<file path="config.mk">
export PLATFORM = sky130hd
export DESIGN_NAME = sine_osc
export DESIGN_NICKNAME = d
export VERILOG_FILES = /design/src/rtl/synth_pkg.sv /design/src/rtl/phase_wrap.sv /design/src/rtl/sine_osc.sv
export SDC_FILE = /design/constraint.sdc
export NUM_CORES = 1
export LEC_CHECK = 0
export ABC_AREA = 1
export BUFFER_PORTS_ARGS = -buffer_cell sky130_fd_sc_hd__buf_2
export CORE_ASPECT_RATIO = 0.9
export CORE_MARGIN = 4
export CORE_UTILIZATION = 30
export CTS_BUF_LIST = sky130_fd_sc_hd__clkbuf_8
export CTS_CLUSTER_DIAMETER = 100
export DETAILED_ROUTE_END_ITERATION = 8
export SLEW_MARGIN = 20
export SYNTH_ARGS = -nofsm -noshare
export SYNTH_HDL_FRONTEND = slang
export SYNTH_SLANG_ARGS = --single-unit
export TNS_END_PERCENT = 10
</file>
<file path="constraint.sdc">
create_clock -name clk -period 4.5 [get_ports clk]
set_input_delay 0.225 -clock clk [delete_from_list [all_inputs] [get_ports clk]]
set_output_delay 0.225 -clock clk [all_outputs]
set_load 0.005 [all_outputs]
</file>
<file path="src/rtl/synth_pkg.sv">
// Shared constants and types for the synth voice path: sine table geometry,
// sample width and the oscillator handshake states.
package synth_pkg;

  localparam int TABLE_LEN = 48000;
  localparam int ADDR_W    = 17;
  localparam int DATA_W    = 24;

  // Table length at address width, used for range checks on phase and step.
  localparam logic [ADDR_W-1:0] TABLE_LEN_A = ADDR_W'(TABLE_LEN);

  typedef enum logic [1:0] {
    IDLE  = 2'd0,
    FETCH = 2'd1,
    LOAD  = 2'd2,
    VALID = 2'd3
  } osc_state_t;

endpackage : synth_pkg

</file>
<file path="src/rtl/phase_wrap.sv">
// Next-phase calculation: clamps an out-of-range step to zero and wraps the
// sum back into 0..TABLE_LEN-1. Purely combinational.
module phase_wrap
  import synth_pkg::*;
(
  input  logic [ADDR_W-1:0] i_phase,
  input  logic [ADDR_W-1:0] i_freq,
  output logic [ADDR_W-1:0] o_next_phase
);

  logic [ADDR_W-1:0] w_f_eff;
  logic [ADDR_W:0]   w_sum;
  logic              w_over;

  assign w_f_eff = (i_freq < TABLE_LEN_A) ? i_freq : '0;
  assign w_sum   = {1'b0, i_phase} + {1'b0, w_f_eff};
  assign w_over  = (w_sum >= {1'b0, TABLE_LEN_A});

  // When wrapping, the true result is below TABLE_LEN, so the low ADDR_W bits
  // of the subtraction are exact and the carry bit can be dropped.
  assign o_next_phase = w_sum[ADDR_W-1:0] - (w_over ? TABLE_LEN_A : '0);

endmodule : phase_wrap

</file>
<file path="src/rtl/sine_osc.sv">
// Phase-accumulator oscillator: addresses an external registered sine ROM and
// streams samples to the codec writer over a valid/ready handshake.
module sine_osc
  import synth_pkg::*;
(
  input  logic                     clk,
  input  logic                     reset_n,
  input  logic                     enable,
  input  logic        [ADDR_W-1:0] freq,
  output logic        [ADDR_W-1:0] rom_addr,
  input  logic signed [DATA_W-1:0] rom_data,
  output logic signed [DATA_W-1:0] sample,
  output logic                     sample_valid,
  input  logic                     sample_ready
);

  osc_state_t                r_state;
  logic        [ADDR_W-1:0]  r_phase;
  logic signed [DATA_W-1:0]  r_sample;
  logic                      r_valid;
  logic        [ADDR_W-1:0]  w_next_phase;
  logic                      w_xfer;

  phase_wrap u_phase_wrap (
    .i_phase      (r_phase),
    .i_freq       (freq),
    .o_next_phase (w_next_phase)
  );

  assign w_xfer = (r_state == VALID) && sample_ready;

  // NOTE: all state below uses non-blocking assignments so every register
  // sees pre-edge values; blocking here would create order-dependent races.
  always_ff @(posedge clk or negedge reset_n) begin
    if (!reset_n) begin
      r_state  <= IDLE;
      r_phase  <= '0;
      r_sample <= '0;
      r_valid  <= 1'b0;
    end else begin
      case (r_state)
        IDLE: begin
          if (enable) r_state <= FETCH;
        end
        FETCH: begin
          // ROM captures rom_addr at the end of this cycle.
          r_state <= LOAD;
        end
        LOAD: begin
          r_sample <= rom_data;
          r_valid  <= 1'b1;
          r_state  <= VALID;
        end
        VALID: begin
          if (w_xfer) begin
            r_phase <= w_next_phase;
            r_valid <= 1'b0;
            r_state <= enable ? FETCH : IDLE;
          end
        end
        default: r_state <= IDLE;
      endcase
    end
  end

  assign rom_addr     = r_phase;
  assign sample       = r_sample;
  assign sample_valid = r_valid;

endmodule : sine_osc

</file>
# [Word-level counts from Yosys, hierarchy flattened]
# Index checks and enable logic that the tools add are counted.
[word_totals] output_inout_bits=42 wordCells=27 reg_bits=44
[classes] n_reduce_logical=6 n_addsub=2 n_eq_ne=5 magnitude_cmp=2 n_mux=8
[ops] operator="adder 17 x 17 -> 18 bit" count=1
[ops] operator="greater-or-equal comparator 18 x 16 -> 1 bit, second input constant" count=1
[ops] operator="less-than comparator 17 x 16 -> 1 bit, second input constant" count=1
[ops] operator="two-way mux 17 bit" count=1
[ops] operator="subtractor 17 bit" count=1
[ops] operator="two-way mux 16 bit" count=1
[ops] operator="case mux 2 bit (4 select lines)" count=1
[ops] operator="AND reduction 2 bit" count=3
[ops] operator="equality test 2 bit, second input constant" count=2
[ops] operator="two-way mux 2 bit" count=2
[ops] operator="!= test 2 bit, second input constant" count=2
[ops] operator="equality test 2 x 1 -> 1 bit, second input constant" count=1
[ops] operator="zero test 2 bit" count=1
[ops] operator="two-way mux 1 bit" count=2
[ops] operator="case mux 1 bit (2 select lines)" count=1
[ops] operator="nonzero test 2 bit" count=1
[ops] operator="logical AND 1 bit" count=1

# [Depth between registers and ports, before layout]
[logic_depth] word_depth=6 ltp_mapped=37 ltp_nobuf=37

# [By module]
# A second synthesis with hierarchy kept.
[hier_totals] cells_unflattened=528 hier_area_um2=3701.0
[modules_own_cells] module="phase_wrap" instances=1 area_each_um2=1860.5 cells_each=378
[modules_own_cells] module="sine_osc" instances=1 area_each_um2=1840.5 cells_each=150

# [Least setup slack after synthesis]
# No wires, ideal clock.
[synth_path] path_type="input port to flip-flop" startpoint="input port freq[9]" endpoint="register r_phase[15], in the netlist rom_addr[15]" path_slack_ns=0.611 path_stages=33 arrival_ns=3.771 cell_sequence="inv_1 > o31ai_1 > a41oi_1 > inv_1 > a21oi_1 > inv_1 > clkbuf_1 > nor2_1 > ha_1 > nand2_1 > inv_2 > a21oi_2 > nor2_1 > nor2_1 > nand2_1 > nand2_1 > nand2_1 > nor2_1 > nand2_1 > nand2_1 > nand2_1 > nand2_2 > ha_1 > inv_1 > fa_1 > a21oi_1 > nand3_1 > nand2_1 > nand2_1 > nand2_1 > nand3_1 > nand3_1 > nand2_1"
[synth_via] elab_chain_cells=6
[synth_rtl] element="start, declared" line_no="sine_osc.sv:9" source="input logic [ADDR_W-1:0] freq,"
[synth_rtl] element="less-than comparator 17 x 16 -> 1 bit" line_no="phase_wrap.sv:15" source="assign w_f_eff = (i_freq < TABLE_LEN_A) ? i_freq : '0;"
[synth_rtl] element="two-way mux 17 bit *" line_no="phase_wrap.sv:15"
[synth_rtl] element="adder 17 x 17 -> 18 bit *" line_no="phase_wrap.sv:16" source="assign w_sum = {1'b0, i_phase} + {1'b0, w_f_eff};"
[synth_rtl] element="greater-or-equal comparator 18 x 16 -> 1 bit" line_no="phase_wrap.sv:17" source="assign w_over = (w_sum >= {1'b0, TABLE_LEN_A});"
[synth_rtl] element="two-way mux 16 bit" line_no="phase_wrap.sv:21" source="assign o_next_phase = w_sum[ADDR_W-1:0] - (w_over ? TABLE_LEN_A : '0);"
[synth_rtl] element="subtractor 17 bit *" line_no="phase_wrap.sv:21"
[synth_rtl] element="end signal, assigned" line_no="sine_osc.sv:56" source="r_phase <= w_next_phase;"
[synth_rtl] element="end, declared" line_no="sine_osc.sv:18" source="logic [ADDR_W-1:0] r_phase;"
# Every way passes the cells marked *; elsewhere a longest branch is shown, timed or not.
# A chain may end at the register's enable or synchronous reset.

# [Final worst setup path]
[layout_path] startpoint="input port freq[9]" endpoint="register r_phase[16], in the netlist rom_addr[16]"
# Same word-level chain as after synthesis.

==> results.toml <==
[power]
power_leakage_nw = 2.18
irDropWorstVdd_uv = 340
pwr-share-seq = 0.256
p_sw_frac = 0.468
powerDensity_nw_per_um2 = 714
combPwrFrac = 0.652
power_frac_clock = 0.092
switching_power_mw = 1.34
p_int_mw = 1.52

[floorplan]
die_h_um = 107
core-area_um2 = 10400
io-pin-count = 87
num_rows = 35
die-area_um2 = 12600
die_w_um = 118
start_util = 0.313

[logic_synthesis]
async_flop_share = 1.00
synth_area_um2 = 3270
yosys_warnings = 0
synth_area_per_cell_um2 = 7.56
ys_ff_latch = 44
syn_inst = 432
ys_seq_area_frac = 0.337
synth_nets = 507
synth-main-ff-cell = "dfrtp_1"
synthDistinctLibCells = 36
synth_edf_count = 0

[global_routing]
antenna_found_initial = 0
grtUsageTotal = 0.147
grt.overflow.total = 0
grt_max_degree = 45
grt_pass1_vias = 3145
grt_pass1_wl_um = 15000

[route]
wire_per_inst_um = 13.8
viasPerCell = 4.70
routed_wl_um = 9020
vias = 3071
drt_iter0_drc = 147
post-route-drc-count = 0
drt-pass1-iter-count = 4
postRouteAntennaNets = 0

[setup_path]
arrival_ps = 4310
crit_path_end_kind = "register"
slowest_delay_ps = 430
cp_slowest_cell = "fa_1"
crit_family = "simple AND/OR/NAND/NOR gates"
crit_top_cell = "nand2_1"
critPathLaunchType = "input port"
crit_type = "in2reg"
cp.required_ps = 4710
crit_buf_inv = 5
cp_max_fo = 7

[layout]
area_delta_synth_final_pct = 22.4
n_antenna_cell = 0
final_layout_size_suffix_gt1_frac = 0.276
layout_common_cells = "nand2_1, buf_2, inv_1"
layout_commonest_cell = "nand2_1"
finalNetCount = 600
final_cells = 654

[sta]
fin_crit_ps = 4100
worst_pin_slew_ps = 824
fin_crit_sh = 0.910
skew_ps = 8.51
relSlewSlack = 0.449
setup_viol_count_final = 0
hold_viol_final = 0
rsz0062_at_grt = "yes"
fmax_mhz = 244
drv_slew = 0
worst_slack_ps = 404

[cts]
path_clk_slew_ps = 100
cts_tree = "built"
numCtsBuffers = 5
clock_latency_ps = 310
cts-root-buf = "clkbuf_8"
h-tree-depth = 2
cts_sinks = 44
post-cts-setup-buffers = 0
clockBufferDepth = 2

[run]
max_cap_violations = 0

[placement]
place_hpwl_um = 7140
place_ws_ps = 22.9
io_buffers = 86
post-place-cells = 645
place.gp.congestion = 0.943

[min_path]
min_path_type = "in2reg"

[outcome]
status = "completed"
==> synthesized netlist by cell type (2+ instances only) <==
master    instances  area share
nand2_1         116        0.13
inv_1            50       0.057
nor2_1           45       0.052
dfrtp_1          44        0.34
ha_1             28        0.11
nand3_1          26       0.040
mux2_2           24       0.083
a21oi_1          23       0.035
o21ai_0          13       0.020
nand2_2           8       0.015
clkbuf_1          7      0.0080
xnor2_1           7       0.019
and2_1            4      0.0077
inv_2             4      0.0046
nand4_1           4      0.0077
a21o_1            2      0.0046
clkinv_1          2      0.0023
fa_1              2       0.012
nand3b_1          2      0.0046
o21ai_1           2      0.0031
o21ai_2           2      0.0054
o21bai_1          2      0.0046
o22ai_1           2      0.0038
==> worst paths after layout <==
path / slack (ps) / end / depth (start not counted) / startpoint
worst max-delay path: 400 / rom_addr[16] / 36 / freq[9]
worst min-delay path: 150 / sample[0] / 2 / rom_data[0]
worst max register to register: 760 / rom_addr[16] / 28 / rom_addr[0]
worst min register to register: 510 / sample[19] / 1 / sample[19]
max in group asynchronous: 3620 / sample[9] / 2 / reset_n
min in group asynchronous: 450 / rom_addr[8] / 2 / reset_n
==> kinds of logic (layout without fill, tap and decap cells) <==
family / Yosys count / count (layout) / synth area share
compound gates: 51 / 51 / 0.0885
xor+xnor: 8 / 8 / 0.0238
fa+ha+maj: 30 / 30 / 0.120
buf+inv: 63 / 156 / 0.0724
flops: 44 / 44 / 0.337
mux: 24 / 24 / 0.0828
other cells: 1 / 1 / 0.00115
simple gates: 211 / 211 / 0.275
==> power by group through the flow <==
stage | Sequential [mW] | Combinational (mW) | Clock, mW
after floorplan | 0.729 | 1.29 | 0
after global placement | 0.733 | 1.82 | 0
after detailed placement | 0.734 | 1.85 | 0
after CTS | 0.734 | 1.85 | 0.275
after global routing | 0.764 | 2.12 | 0.293
final | 0.731 | 1.86 | 0.262
==> layer usage <==
metal	part of all wire	wire, µm	vias up	GRT usage
met5	0	0	-	0
met4	0.017	155	0	0.0418
met3	0.073	659	11	0.0411
met2	0.44	3990	106	0.243
met1	0.47	4210	1381	0.188
li1	-	-	1573	-
==> state kept, by name, summed over array words and instances (netlist names) <==
register,flops
r_state,2
rom_addr,17
sample_valid,1
sample,24
==> cell type report <==
class	instances	area (µm²)
clock buffer	5	68.8
clock inverter	2	12.5
fill	1090	6420
inverter	56	210
multi-input combinational	325	1940
sequential	44	1100
tap	129	161
timing repair buffer	93	508
==> per-stage QoR <==
stage / instance area [µm²] / utilization / power [mW] / setup TNS, ps / hold WS [ps]
4_1_cts: 3960 / 0.380 / 2.86 / 0 / 132
5_1_grt: 4000 / 0.384 / 3.18 / -9.76 / 129
6_report: 4000 / 0.384 / 2.85 / 0 / 146
2_1_floorplan: 3270 / - / 2.02 / 0 / -70.6
3_5_place_dp: 3880 / 0.372 / 2.58 / 0 / 462
3_3_place_gp: 3880 / 0.372 / 2.55 / 0 / 456
==> what timing repair did <==
action / CTS / global route
resized for setup: 0 / 3
endpoints found under the setup margin: 0 / 5
hold endpoints to repair: 0 / 44
hold buffers: 0 / 1
No activity file was read; power rests on OpenSTA's default activity.
